[config.mk]
export PLATFORM = sky130hd
export DESIGN_NAME = mmio_uart_tx
export DESIGN_NICKNAME = d
export VERILOG_FILES = /design/src/rtl/mmio_uart_tx.sv
export SDC_FILE = /design/constraint.sdc
export NUM_CORES = 1
export LEC_CHECK = 0
export ABC_AREA = 0
export CORE_ASPECT_RATIO = 0.8
export CORE_MARGIN = 2
export CORE_UTILIZATION = 55
export DETAILED_ROUTE_END_ITERATION = 6
export GPL_ROUTABILITY_DRIVEN = 0
export PLACE_DENSITY = 0.85
export SETUP_SLACK_MARGIN = 0.5
export SKIP_CTS_REPAIR_TIMING = 1
export SLEW_MARGIN = 20
export SYNTH_ARGS = -nofsm -noshare
export SYNTH_HDL_FRONTEND = slang
export SYNTH_SLANG_ARGS = --single-unit
[constraint.sdc]
create_clock -name clk -period 4.4 [get_ports clk]
set_input_delay 0.44 -clock clk [delete_from_list [all_inputs] [get_ports clk]]
set_output_delay 0.44 -clock clk [all_outputs]
set_load 0.02 [all_outputs]
[src/rtl/mmio_uart_tx.sv]
// Memory-mapped UART transmitter for the core's data bus.
// TXDATA (offset 0) pushes a byte into a small TX FIFO; STATUS (offset 4)
// reports busy/full/empty/overflow/count and clears overflow on write.
// A serializer drains the FIFO as 8N1 frames on tx, back-to-back when data waits.
module mmio_uart_tx #(
    parameter int                     WORD_LEN   = 32,
    parameter logic [WORD_LEN-1:0]    BASE_ADDR  = WORD_LEN'(32'hFFFF_FF00),
    parameter int                     CLK_DIV    = 234,
    parameter int                     FIFO_DEPTH = 8
) (
    input  logic                clk,
    input  logic                rst_n,
    input  logic [WORD_LEN-1:0] d_addr,
    input  logic                wen,
    input  logic [WORD_LEN-1:0] wdata,
    output logic [WORD_LEN-1:0] rdata,
    output logic                sel,
    output logic                tx
);

    localparam int AW = (FIFO_DEPTH > 1) ? $clog2(FIFO_DEPTH) : 1;
    localparam int CW = AW + 1;
    localparam int DW = $clog2(CLK_DIV);
    localparam logic [CW-1:0]       DEPTH_C     = CW'(FIFO_DEPTH);
    localparam logic [DW-1:0]       DIV_LAST    = DW'(CLK_DIV - 1);
    localparam logic [WORD_LEN-1:0] STATUS_ADDR = BASE_ADDR + WORD_LEN'(4);

    typedef enum logic [1:0] {
        S_IDLE,
        S_START,
        S_DATA,
        S_STOP
    } state_t;

    state_t          state_q, state_d;
    logic [DW-1:0]   div_q, div_d;
    logic [2:0]      bit_q, bit_d;
    logic [7:0]      shift_q, shift_d;
    logic            tx_q, tx_d;
    logic            pop;

    logic [7:0]      mem [FIFO_DEPTH];
    logic [AW-1:0]   wr_ptr, rd_ptr;
    logic [CW-1:0]   count_q;
    logic            overflow_q;

    logic            hit_tx, hit_st;
    logic            full, empty, busy;
    logic            push_req, do_push;
    logic            div_end;
    logic [7:0]      head;
    logic [WORD_LEN-1:0] status;

    // Upper write-data bits carry no meaning for TXDATA.
    logic            unused_wdata;
    assign unused_wdata = ^wdata[WORD_LEN-1:8];

    assign hit_tx   = (d_addr == BASE_ADDR);
    assign hit_st   = (d_addr == STATUS_ADDR);
    assign sel      = hit_tx | hit_st;

    assign full     = (count_q == DEPTH_C);
    assign empty    = (count_q == '0);
    assign busy     = (state_q != S_IDLE);
    assign push_req = wen & hit_tx;
    // A full FIFO rejects the byte even if the serializer pops this cycle.
    assign do_push  = push_req & ~full;
    assign head     = mem[rd_ptr];
    assign div_end  = (div_q == DIV_LAST);
    assign tx       = tx_q;

    // Assemble STATUS and drive read data combinationally from current state.
    always_comb begin
        status       = '0;
        status[0]    = busy;
        status[1]    = full;
        status[2]    = empty;
        status[3]    = overflow_q;
        status[15:8] = 8'(count_q);
        rdata        = hit_st ? status : '0;
    end

    // FIFO storage: written only on an accepted push, never reset.
    always_ff @(posedge clk) begin
        if (do_push) begin
            mem[wr_ptr] <= wdata[7:0];
        end
    end

    // FIFO pointers, occupancy and the sticky overflow flag.
    always_ff @(posedge clk or negedge rst_n) begin
        if (!rst_n) begin
            wr_ptr     <= '0;
            rd_ptr     <= '0;
            count_q    <= '0;
            overflow_q <= 1'b0;
        end else begin
            if (do_push) begin
                wr_ptr <= wr_ptr + AW'(1);
            end
            if (pop) begin
                rd_ptr <= rd_ptr + AW'(1);
            end
            case ({do_push, pop})
                2'b10:   count_q <= count_q + CW'(1);
                2'b01:   count_q <= count_q - CW'(1);
                default: count_q <= count_q;
            endcase
            if (wen && hit_st) begin
                overflow_q <= 1'b0;
            end else if (push_req && full) begin
                overflow_q <= 1'b1;
            end
        end
    end

    // Serializer next-state: each phase lasts CLK_DIV cycles, stop chains into start.
    always_comb begin
        state_d = state_q;
        div_d   = div_q;
        bit_d   = bit_q;
        shift_d = shift_q;
        tx_d    = tx_q;
        pop     = 1'b0;
        case (state_q)
            S_IDLE: begin
                tx_d = 1'b1;
                if (!empty) begin
                    pop     = 1'b1;
                    shift_d = head;
                    tx_d    = 1'b0;
                    div_d   = '0;
                    bit_d   = '0;
                    state_d = S_START;
                end
            end
            S_START: begin
                if (div_end) begin
                    div_d   = '0;
                    bit_d   = '0;
                    tx_d    = shift_q[0];
                    state_d = S_DATA;
                end else begin
                    div_d = div_q + DW'(1);
                end
            end
            S_DATA: begin
                if (div_end) begin
                    div_d = '0;
                    if (bit_q == 3'd7) begin
                        tx_d    = 1'b1;
                        state_d = S_STOP;
                    end else begin
                        bit_d   = bit_q + 3'd1;
                        shift_d = {1'b0, shift_q[7:1]};
                        tx_d    = shift_q[1];
                    end
                end else begin
                    div_d = div_q + DW'(1);
                end
            end
            S_STOP: begin
                if (div_end) begin
                    div_d = '0;
                    if (!empty) begin
                        pop     = 1'b1;
                        shift_d = head;
                        tx_d    = 1'b0;
                        bit_d   = '0;
                        state_d = S_START;
                    end else begin
                        state_d = S_IDLE;
                    end
                end else begin
                    div_d = div_q + DW'(1);
                end
            end
            default: begin
                tx_d    = 1'b1;
                state_d = S_IDLE;
            end
        endcase
    end

    // Serializer control registers; reset forces the line idle immediately.
    always_ff @(posedge clk or negedge rst_n) begin
        if (!rst_n) begin
            state_q <= S_IDLE;
            div_q   <= '0;
            bit_q   <= '0;
            tx_q    <= 1'b1;
        end else begin
            state_q <= state_d;
            div_q   <= div_d;
            bit_q   <= bit_d;
            tx_q    <= tx_d;
        end
    end

    // Shift register holds the byte in flight; its contents are don't-care when idle.
    always_ff @(posedge clk) begin
        shift_q <= shift_d;
    end

endmodule

; ---- Word level (Yosys, flattened, before mapping)
; Memories as Yosys holds them, arrays and structs flattened.
; Cells that the tools add are included.
[word_totals]
memories = 1
elab_cells = 87
ramBits = 64
input_bits = 67
regBits = 33
output_inout_bits = 34
[op_classes]
reduce_logical = 13
bitwise_logic = 4
n_addsub = 6
n_eq_ne = 17
mux = 37
[memory_table]
columns = memory, words, width, rd, rd_ports_with_merged_regs, wr, line
row1 = mem, 8, 8, 1, 0, 1, 42  ; logic [7:0] mem [FIFO_DEPTH];
[ops]
columns = op, count
row1 = $eq A32 B32 Y1 const B, 2
row2 = $mux W8, 6
row3 = $pmux W8 S3, 1
row4 = $pmux W8 S2, 1
row5 = $mux W3, 5
row6 = $ne A2 B2 Y1 const B, 7
row7 = $mux W1, 13
row8 = $mux W12, 1
row9 = $pmux W3 S4, 1
row10 = $reduce_and A4 Y1, 3
row11 = $mux W2, 5
row12 = $add A3 B1 Y3 const B, 3
row13 = $add A8 B1 Y8 const B, 1
row14 = $eq A8 B8 Y1 const B, 1
row15 = $pmux W2 S4, 1
row16 = $pmux W4 S2, 1
row17 = $eq A2 B2 Y1 const B, 3
row18 = $reduce_bool A2 Y1, 3
row19 = $reduce_and A5 Y1, 1
row20 = $add A4 B1 Y4 const B, 1
row21 = $eq A2 B1 Y1 const B, 2
row22 = $eq A4 B4 Y1 const B, 1
row23 = $logic_not A4 Y1, 1
row24 = $pmux W1 S4, 1
row25 = 10 further kinds, 12

; ---- Depth between registers and ports, before layout
[depth]
ltp_word = 6
ltp_mapped = 11
depth_no_buf = 11

; ---- Least setup slack after synthesis
; OpenSTA, ideal clock, no wires.
[synth_timing]
path_type = in2reg
startpoint = input d_addr[1]
endpoint = register count_q[3]
n_path_buf = 1
t_arrival_ns = 2.556
required_ns = 4.320
setup_time_ns = 0.080
setup_slack_ns = 1.764
cell_stages = 10
cell_sequence = or3_4 > nor4_4 > nand4_1 > buf_4 > ha_1 > ha_1 > a21o_2 > a21oi_1 > mux2i_1 > xnor2_1
[synth_between]
elab_chain_len = 5
word_cells_on_any_way = 7
cone_classes = 3 x eq/ne / 1 x mux / 2 x bitwise / 1 x reduce/logical
[synth_rtl]
columns = item, line
row1 = from (decl), 13  ; input logic [WORD_LEN-1:0] d_addr,
row2 = $eq A32 B32 Y1 *, 58  ; assign hit_tx = (d_addr == BASE_ADDR);
row3 = $and A1 B1 Y1 *, 65  ; assign push_req = wen & hit_tx;
row4 = $and A1 B1 Y1 *, 67  ; assign do_push = push_req & ~full;
row5 = $eq A2 B1 Y1 / $eq A2 B2 Y1 (equally long branches), 104  ; case ({do_push, pop})
row6 = $pmux W4 S2 / $reduce_bool A2 Y1 (equally long branches), --
row7 = to (signal assigned), 105  ; 2'b10: count_q <= count_q + CW'(1);
row8 = to (signal assigned), 106  ; 2'b01: count_q <= count_q - CW'(1);
row9 = to (signal assigned), 107  ; default: count_q <= count_q;
row10 = to (decl), 44  ; logic [CW-1:0] count_q;
; Every way passes the cells marked *; elsewhere a longest branch is shown, timed or not.
; A chain may end at the register's enable or synchronous reset.

; ---- Final worst setup path
[layout_timing]
startpoint = input d_addr[5]
endpoint = register count_q[3]
; The elaborated chain is that of the path after synthesis.

==> flow_metrics.py <==
metrics = {
    "logic_synthesis": {
        "post_synth.cell_area_avg_um2": 14.4,
        "post_synth_edffs": 72,
        "area_fraction_of_the_dominant_cell_type_after_synthesis": 0.455,
        "yosys_warnings": 0,
        "synth-seq-cells": 97,
        "synth_area_leaders": "edfxtp_1, dfrtp_1, mux4_2, buf_4, ha_1",
        "synth_cell_types": 60,
        "syn_area_um2": 4760,
        "synth_flop_cell": "edfxtp_1",
        "netlist_instances": 331,
        "ys_seq_area_frac": 0.586,
        "ys_top_cells_by_count": "edfxtp_1, buf_4, dfrtp_1, nand2_1, mux4_2",
        "synth_top_cell_by_area": "edfxtp_1",
        "synthMostInstantiatedCell": "edfxtp_1",
        "synth_async_sr_flop_share": 0.258,
    },
    "detailed_routing": {
        "drtPass1Iterations": 4,
        "first_iter_violations": 162,
        "dr_total_vias": 2850,
        "detail_route.vias_per_cell": 5.62,
        "drc": 0,
        "final_antenna_net_count": 0,
        "drt-wirelength-per-cell_um": 17.1,
        "wl_um": 8680,
    },
    "global_routing": {
        "grt_first_pass_wirelength_um": 14100,
        "grt_use_total": 0.202,
        "grt_busiest_layer": "met2",
        "grt_pass1_vias": 2761,
        "global_route.usage.met3": 0.0636,
        "largest_net_degree_at_the_start_of_global_routing": 26,
        "grt_antenna_before_repair": 0,
        "use_met1": 0.267,
        "globalRoute.totalOverflow": 0,
        "global_route_met2_utilization": 0.333,
    },
    "power_and_ir_drop": {
        "p_leak_nw": 2.03,
        "ratio_of_total_power_to_cell_area_nw_per_um2": 298,
        "overall_power_w": 0.00164,
        "worst_ir_drop_vdd_mv": 0.286,
    },
    "run_status": {
        "status": "complete, no violations",
    },
    "floorplanning": {
        "initial_util": 0.563,
        "die-width_um": 108,
        "die_height_um": 87.2,
        "io_pins": 101,
        "floorplan.core_area_um2": 8450,
        "dieArea_um2": 9410,
        "row_count": 30,
    },
    "sta": {
        "fin_tns_setup_ps": 0,
        "final_critical_path_setup_slack_ps": 1270,
        "report.final.setup_viol": 0,
        "final_worst_clock_skew_ps": 6.42,
        "timing.final.crit_share": 0.712,
        "worst_pin_slew_ps": 748,
        "fin_crit_ps": 3130,
        "max_freq_mhz": 319,
        "final-hold-violation-count": 0,
        "slew_viol_final": 0,
        "rsz0062_at_grt": "no",
        "relative_slew_margins": 0.494,
    },
    "final_layout": {
        "fillCellCount": 614,
        "final_nets": 473,
        "area_grow_syn2layout_pct": 15.6,
        "antenna_cells": 0,
        "final_layout_size_suffix_gt1_frac": 0.157,
        "layout.cell_area.non_filler_um2": 5500,
    },
    "hold_path": {
        "hold_path_class": "in2async",
    },
    "worst_setup_path": {
        "setup_cp_type": "in2reg",
        "critPathArrivalTime_ps": 3430,
        "r2r_end": "count_q[3]",
        "critPathCapture": "count_q[3]",
        "critPathRequiredTime_ps": 4700,
        "worst-r2r-cell-count": 9,
        "r2r_slack_ps": 1370,
        "reg_to_reg_startpoint": "count_q[0]",
        "worst_setup_path_end_kind": "flip-flop",
        "crit_path_max_fanout": 11,
        "crit_path_start_kind": "input port",
        "launching_instance_or_port_of_the_critical_path": "d_addr[5]",
    },
    "cts": {
        "tritoncts.num_buffers": 9,
        "clock_tree.htree_level_count": 3,
        "cts.reportedPaths.clkPinSlew_ps": 100,
        "numClockSinks": 97,
        "cts.path.max_buffers": 2,
        "cts_tree": "yes",
        "worstSkewPairLatency_ps": 370,
        "clk_root_buffer_cell": "clkbuf_8",
    },
    "flow_run": {
        "max_cap_violations": 0,
    },
    "placed_design": {
        "placement.cell_area_um2": 5320,
        "final_hpwl_from_detailed_placement_um": 6160,
        "dp_worst_setup_slack_ps": 898,
        "buffer_ports.inserted": 52,
    },
}
-- how the worst min path moves through the flow --
stage / start / end / slack [ps]
final: rst_n / div_q[5] / 60
after global routing: rst_n / div_q[4] / 90
after CTS: rst_n / div_q[5] / 60
after detailed placement: rst_n / div_q[5] / 470
after global placement: bit_q[1] / bit_q[1] / 510
after floorplan: rst_n / bit_q[0] / 140
-- cell usage in the layout, fill, tap and decap left out, types with 3 or more instances in the layout --
| master | instances |
|---|---|
| clkdlybuf4s50_1 | 51 |
| clkbuf_8 | 9 |
| inv_1 | 9 |
| nand2_1 | 17 |
| a21oi_1 | 4 |
| nor2_1 | 15 |
| dfrtp_1 | 23 |
| mux4_2 | 16 |
| o21ai_0 | 14 |
| and2_1 | 5 |
| mux2_2 | 3 |
| o31ai_1 | 4 |
| ha_1 | 15 |
| and3_1 | 6 |
| a211oi_1 | 4 |
| mux2i_1 | 12 |
| nor4_4 | 3 |
| conb_1 | 24 |
| nor3_1 | 7 |
| nand3_1 | 7 |
| edfxtp_1 | 72 |
| xor2_1 | 3 |
| xnor2_1 | 4 |
| a31oi_1 | 4 |
| nand4_1 | 6 |
| buf_4 | 8 |
| inv_6 | 3 |
-- per-stage QoR --
step                       util  std cells  hold WS, ps
final                     0.651        507         56.9
after global routing      0.651        507         85.2
after CTS                 0.651        507         57.5
after detailed placement  0.629        491          471
after global placement    0.630        491          512
after floorplan               -        354          144
-- where the power goes --
part / leakage [nW] / switching [W] / internal [W]
clock network: 0.0959 / 0.000329 / 0.000217
registers: 0.967 / 0.00000695 / 0.000991
logic: 0.968 / 0.0000467 / 0.0000484
-- cells by family (layout without fill, tap and decap cells) --
family                     after synthesis  count (layout)  share of synthesized area
DFF                                     97              97                      0.586
xor gates and xnor gates                 7               7                     0.0129
and+or+nand+nor                         88              88                      0.120
adders and majority gates               16              16                     0.0437
muxes                                   32              32                      0.111
other                                    1              24                   0.000789
buffers and inverters                   44              85                     0.0581
AOI/OAI and AO/OA                       46              46                     0.0668
-- routing by layer --
metal  up-vias  share of wire
met5         -              0
met4         0         0.0095
met3         8          0.070
met2        95           0.50
met1      1404           0.42
li1       1343              -
-- critical path: stages --
cell	delay (ps)
clkdlybuf4s50_1	420
nand4b_1	240
nor4_4	380
nand4_1	490
ha_1	430
ha_1	290
a21o_2	210
a21oi_1	160
mux2i_1	230
xnor2_1	130
-- final cells by class --
type,instances,area [um^2],share of cell area
well taps,112,140,0.0255
inverters,9,33.8,0.00614
multi-input cells,213,1780,0.323
flip-flops and latches,97,2790,0.508
repair buffers,60,576,0.105
clock buffers,9,124,0.0225
clock inverters,7,57.6,0.0105
-- registers in the layout, summed over array words and instances, names as in the netlist --
signal,flops
wr_ptr,3
state_q,2
count_q,4
overflow_q,1
rd_ptr,3
mem,64
bit_q,3
shift_q,8
tx,1
div_q,8
Note: power is estimated with default switching activity, not from simulation.
